## config.mk

```make
export PLATFORM = sky130hd
export DESIGN_NAME = page_switcher
export DESIGN_NICKNAME = d
export VERILOG_FILES = /design/src/rtl/page_switcher.sv
export SDC_FILE = /design/constraint.sdc
export NUM_CORES = 1
export LEC_CHECK = 0
export ABC_AREA = 1
export CAP_MARGIN = 20
export CORE_AREA = 2 2 105 107
export CTS_BUF_LIST = sky130_fd_sc_hd__clkbuf_16
export CTS_CLUSTER_DIAMETER = 80
export DETAILED_ROUTE_END_ITERATION = 16
export DIE_AREA = 0 0 107 109
export GPL_ROUTABILITY_DRIVEN = 0
export GPL_TIMING_DRIVEN = 0
export PLACE_DENSITY = 0.68
export SKIP_LAST_GASP = 1
export SYNTH_ARGS = -nofsm -noshare
export SYNTH_HDL_FRONTEND = slang
export SYNTH_SLANG_ARGS = --single-unit
export TNS_END_PERCENT = 100
```

## constraint.sdc

```tcl
create_clock -name clk -period 1.81 [get_ports clk]
set_input_delay 0.362 -clock clk [delete_from_list [all_inputs] [get_ports clk]]
set_output_delay 0.362 -clock clk [all_outputs]
set_load 0.005 [all_outputs]
```

## src/rtl/page_switcher.sv

```systemverilog
// page_switcher: selects the active page, muxes its output, gates user input, resets entered pages.
// Define PAGE_EDGE_EN to deliver rising edges of user_in (sampled on tick) instead of levels.
module page_switcher #(
  parameter int NUM_PAGES  = 4,
  parameter int IN_W       = 16,
  parameter int OUT_W      = 32,
  parameter int PID_W      = $clog2(NUM_PAGES),
  parameter int RST_CYCLES = 2,
  parameter int INIT_PAGE  = 0
) (
  input  logic                       clk,
  input  logic                       sys_rst_n,
  input  logic                       tick,
  input  logic [IN_W-1:0]            user_in,
  input  logic [NUM_PAGES*OUT_W-1:0] page_out,
  input  logic [NUM_PAGES*PID_W-1:0] page_req,
  output logic [OUT_W-1:0]           prog_out,
  output logic [NUM_PAGES*IN_W-1:0]  page_in,
  output logic [NUM_PAGES-1:0]       page_rst,
  output logic [PID_W-1:0]           cur_page,
  output logic                       switching,
  output logic                       bad_req,
  output logic [7:0]                 switch_cnt
);
  typedef enum logic {RUN, SWITCH} state_t;
  localparam logic [7:0]       RC = 8'(RST_CYCLES);
  localparam logic [PID_W-1:0] IP = PID_W'(INIT_PAGE);
  state_t           state_q;
  logic [PID_W-1:0] cur_page_q, target_q, r;
  logic [7:0]       rcnt_q, switch_cnt_q;
  logic             bad_req_q;
  logic [IN_W-1:0]  in_v;
  logic [OUT_W-1:0] out_w [NUM_PAGES];
  logic [PID_W-1:0] req_w [NUM_PAGES];
  assign r = req_w[cur_page_q];
  always_ff @(posedge clk or negedge sys_rst_n) begin
    if (!sys_rst_n) begin
      state_q      <= SWITCH;
      cur_page_q   <= IP;
      target_q     <= IP;
      rcnt_q       <= RC;
      bad_req_q    <= 1'b0;
      switch_cnt_q <= 8'd0;
    end else if (tick) begin
      if (state_q == RUN) begin
        if (r == cur_page_q) begin
        end else if (32'(r) >= NUM_PAGES) bad_req_q <= 1'b1;
        else begin
          target_q <= r;
          rcnt_q   <= RC;
          state_q  <= SWITCH;
        end
      end else if (rcnt_q > 8'd1) rcnt_q <= rcnt_q - 8'd1;
      else begin
        cur_page_q   <= target_q;
        state_q      <= RUN;
        switch_cnt_q <= switch_cnt_q + 8'd1;
      end
    end
  end
`ifdef PAGE_EDGE_EN
  logic [IN_W-1:0] prev_q;
  // Sampling on every tick also covers the completing switch tick, so held keys give no edge.
  always_ff @(posedge clk or negedge sys_rst_n) begin
    if (!sys_rst_n) prev_q <= '0;
    else if (tick) prev_q <= user_in;
  end
  assign in_v = user_in & ~prev_q;
`else
  assign in_v = user_in;
`endif
  for (genvar p = 0; p < NUM_PAGES; p++) begin : g_p
    assign out_w[p] = page_out[p*OUT_W +: OUT_W];
    assign req_w[p] = page_req[p*PID_W +: PID_W];
    assign page_rst[p] = state_q == SWITCH && target_q == PID_W'(p);
    assign page_in[p*IN_W +: IN_W] = (state_q == RUN && cur_page_q == PID_W'(p)) ? in_v : '0;
  end
  assign prog_out   = state_q == RUN ? out_w[cur_page_q] : '0;
  assign switching  = state_q == SWITCH;
  assign cur_page   = cur_page_q;
  assign bad_req    = bad_req_q;
  assign switch_cnt = switch_cnt_q;
endmodule

```

Yosys cells after proc, flatten, opt, wreduce, memory -nomap -nowiden. Index checks and enable logic that the tools add are counted.

Add/subtract/negate cells: 2. Multiply operators: 0. Divide/modulo/power cells: 0. $lt $le $gt $ge: 2. Equality and inequality tests: 9. Shift operators: 0. Mux-type cells: 17. Bitwise logic cells: 4. Reductions and logical operators: 13.

Operator list (number): $mux 32 (3); $bmux 32 s2 (1); $mux 16 (4); $mux 8 (3); $reduce_and 3->1 (3); $add 8x1->8 const B (1); $eq 2x2->1 const B (4); $gt 8x1->1 const B (1); $logic_and 1x1->1 (8); $sub 8x1->8 const B (1); $bmux 2 s2 (1); $eq 2x1->1 const B (2); $logic_not 2->1 (2); $mux 2 (2); $ge 3x3->1 const B (1); $mux 1 (3); $not 1->1 (3); $not 2->3 (1); $eq 2x2->1 (1); $ne 2x1->1 const B (1); $ne 2x2->1 const B (1).

Flip-flop bits (word level): 21. Bits in latches: 0. RAM bits: 0. Bits in read-only memories: 0. Memories: 0.

Longest topological paths before layout.
Depth after elaboration: 7. Mapped depth: 11.

Worst setup path after synthesis. Ideal clock, no wire load.

Kind: reg2out. Start point: register cur_page_q[0], in the netlist cur_page[0]. End point: output page_in[10]. Arrival time: 1287 ps. Slack: 161 ps. Cell stages (with the launch flop): 6. Path buffers: 2. Path through: dfrtp_1 > buf_4 > nor2_1 > nand2_1 > clkbuf_1 > nor2_1.

Longest elaborated chain between the ends: 3.

RTL lines: start, declared (line 29) `logic [PID_W-1:0] cur_page_q, target_q, r;`; start signal, assigned (line 55) `cur_page_q <= target_q;`; $logic_not 2->1 (line 76) `assign page_in[p*IN_W +: IN_W] = (state_q == RUN && cur_page_q == PID_W'(p)) ? in_v : '0;`; $logic_and 1x1->1 (line 76); $mux 16 (line 76); end, declared (line 18) `output logic [NUM_PAGES*IN_W-1:0] page_in,`.

No other way between the ends.

Worst setup path after layout.
Start point: register cur_page_q[0], in the netlist cur_page[0]. End point: output prog_out[27].

Longest elaborated chain between the ends: 5.

RTL lines: $not 2->3 (implied by the code) (line 78) `assign prog_out = state_q == RUN ? out_w[cur_page_q] : '0;`; $bmux 32 s2 (line 78); $mux 32 (implied by the code) (2 in a row) (line 78); $mux 32 (line 78); end, declared (line 17) `output logic [OUT_W-1:0] prog_out,`.

No other way between the ends. The select of a mux whose other input is x is not followed.

==> results.tsv <==
metric	value	unit
f_max	0.490	GHz
Synth Cell Area	0.00239	mm2
Critical Path Max Stage Delay	0.41	ns
die width	107	um
Worst slew margin	34.9	%
Cells after Synth	412	
1st-iter DRT viols	309	
worst-path maximum fanout	6	
core box area	0.0106	mm2
peak supply drop	696	uV
Area contributors post-synth	dfrtp_1 20%, nand2_1 20%, nor2_1 13%, a22oi_1 10%, a31oi_1 8.4%	
flops & latches, synth	21	
Top Ports	267	
most frequent cell after synthesis	nand2_1	
post-layout minimum cycle time	2.04	ns
# setup viols final	93	
Design Area, Final	0.00638	mm2
Global Route Usage Sum	23.1	%
Layout area overhead	167	%
total die area	0.0117	mm2
NumNets Final	896	
worst path required time	1.45	ns
Max Cap Viol	0	
CTS sink cnt	21	
fillers	944	
worst min path class	reg -> reg	
antenna viol nets, final	0	
number of CTS-inserted buffers	3	
Final Hold Viols	0	
DRT Pass-1 Iters	4	
CP arrival	1.68	ns
Setup CP Type	reg -> out	
Worst Tran Pin Value	0.973	ns
setup ws final	-0.232	ns
Syn Nets	570	
antenna violations before repair	2	
final clock skew	0.00286	ns
Setup crit start kind	flip-flop	
Post-synth EDFFs	0	
Avg WL per Cell	17.2	um
prevailing post-synth register cell	dfrtp_1	
CTS tree	done	
Worst path top cell family by delay	buffers and inverters	
FF/Latch Area	529	um2
Yosys warnings	1	
setup slack, reg-to-reg	0.10	ns
fin cells	878	
asr flop ratio synth	100	%
total power	7.58	mW
Max Root-Sink Buffers	2	
Via Count	4192	
Slowest cell on crit path	dfrtp_1	
first-pass GRT wire length	21300	um
CTS Hold Buffers Added	0	
Clock Latency Late Sink	0.26	ns
FP Rows	38	
outcome	finished with violations	
count of cell types in the netlist	30	
sequential share of the synthesized area	22.1	%
CP cell instances	inv_2 -> nor2_4 -> buf_12 -> buf_4 -> clkbuf_4 -> a22oi_1 -> a31oi_1 -> buf_2	
Starting Density	22.6	%
vias in the first global route	4086	
layout cells sized above 1	39.6	%
# DRC	0	
Multi-input gate area	0.00215	mm2
Slew Limit Fails	0	
PortBufs	265	
CP Capture Type	output pin	
Min Hold Slack	0.506	ns
Synth top area share	19.9	%
grt ovf	0	
H-tree levels	1	
Die Span Y	109	um
RSZ-0062 raised after global routing	true	
Total Wirelength	15100	um
worst path buffer plus inverter count	5	
Pwr Density	1190	mW/mm2
routed vias/inst	4.77	
largest net degree at the start of global routing	22	
leading area contributor after synthesis	dfrtp_1	
Leak	2.93	nW
post-place instance area	0.00522	mm2
clock root cell	clkbuf_16	
failing checks	setup timing	
placed cells	817	
fraction of the cycle the final worst path needs	113	%
Avg Inst Size Synth	5.81	um2
synth cell count leaders	126 x nand2_1, 80 x nor2_1, 34 x inv_1	
Worst-path clk slew	0.06	ns
Detailed Place HPWL	11100	um
[cells by family after synthesis]
kind of cell | share of synthesized area [%]
xor+xnor | 2.93
buf+inv | 10.6
flops | 22.1
compound gates | 20.9
other cells | 0.157
fa+ha+maj | 1.57
simple gates | 41.7
[per-stage QoR]
| stage | util [%] | setup WS (ns) | setup TNS (ns) |
|---|---|---|---|
| after floorplan | - | 0.161 | 0 |
| after global placement | 49.2 | -0.853 | -62.68 |
| after detailed placement | 49.2 | -0.877 | -66.31 |
| after CTS | 55.4 | -0.219 | -9.74 |
| after global routing | 60.2 | -0.288 | -18.33 |
| final | 60.2 | -0.232 | -12.11 |
[area by class of cell]
type | count | area share [%]
clock inverter | 1 | 0.0588
multi-input combinational | 329 | 33.6
clock buffer | 3 | 1.18
timing repair buffer | 321 | 46.1
sequential | 21 | 8.29
antenna | 1 | 0.0392
buffer | 24 | 5.62
inverter | 38 | 2.35
tap | 140 | 2.74
[worst reg2reg max path: cells and delay by family (launching register included)]
family,cells,cell delay (ns)
flops,1,0.41
simple gates,9,0.65
buf+inv,4,0.52
[flip-flops by register name, indices dropped and copies added, names as in the netlist]
| register | flops |
|---|---|
| rcnt_q | 8 |
| switching | 1 |
| target_q | 2 |
| switch_cnt | 8 |
| cur_page | 2 |
[layout by cell type (no fill, tap or decap), types with 15 or more instances in the layout]
| cell | count |
|---|---|
| nand2_1 | 99 |
| dfrtp_1 | 18 |
| nor2_2 | 22 |
| a31oi_1 | 29 |
| nor2_4 | 24 |
| nor2_1 | 37 |
| a22oi_2 | 15 |
| clkdlybuf4s50_1 | 164 |
| buf_4 | 27 |
| buf_6 | 24 |
| inv_1 | 32 |
| a22oi_1 | 17 |
| nand3_1 | 18 |
| buf_2 | 79 |
| nand2_2 | 20 |
[per-layer routing]
metal	up-vias	wire [um]	track usage [%]
li1	2013	-	-
met1	1949	5470	24.8
met2	205	7730	41.4
met3	23	1620	10.1
met4	2	296	6.12
met5	-	13	0
[timing repair]
item | in CTS | in global routing
pin swaps | 36 | 17
setup endpoints to repair | 108 | 111
cloned | 6 | 5
gates resized for setup | 503 | 129
setup buffers | 30 | 15
[path summary, 6_finish.rpt]
check	cells past startpoint	end	from
setup reg to reg	13	rcnt_q[0]	cur_page[0]
min in group asynchronous	1	switch_cnt[2]	sys_rst_n
hold reg to reg	2	rcnt_q[1]	rcnt_q[1]
max in group asynchronous	1	cur_page[1]	sys_rst_n
hold / removal	2	rcnt_q[1]	rcnt_q[1]
setup / recovery	8	prog_out[27]	cur_page[0]
[power breakdown]
group          switching [mW]  internal [mW]  total, mW
Sequential              0.217          0.641      0.858
Clock                   0.174          0.295      0.469
Combinational            3.01           3.24       6.25
Total                    3.40           4.18       7.58
Note: power is estimated with default switching activity, not from simulation.
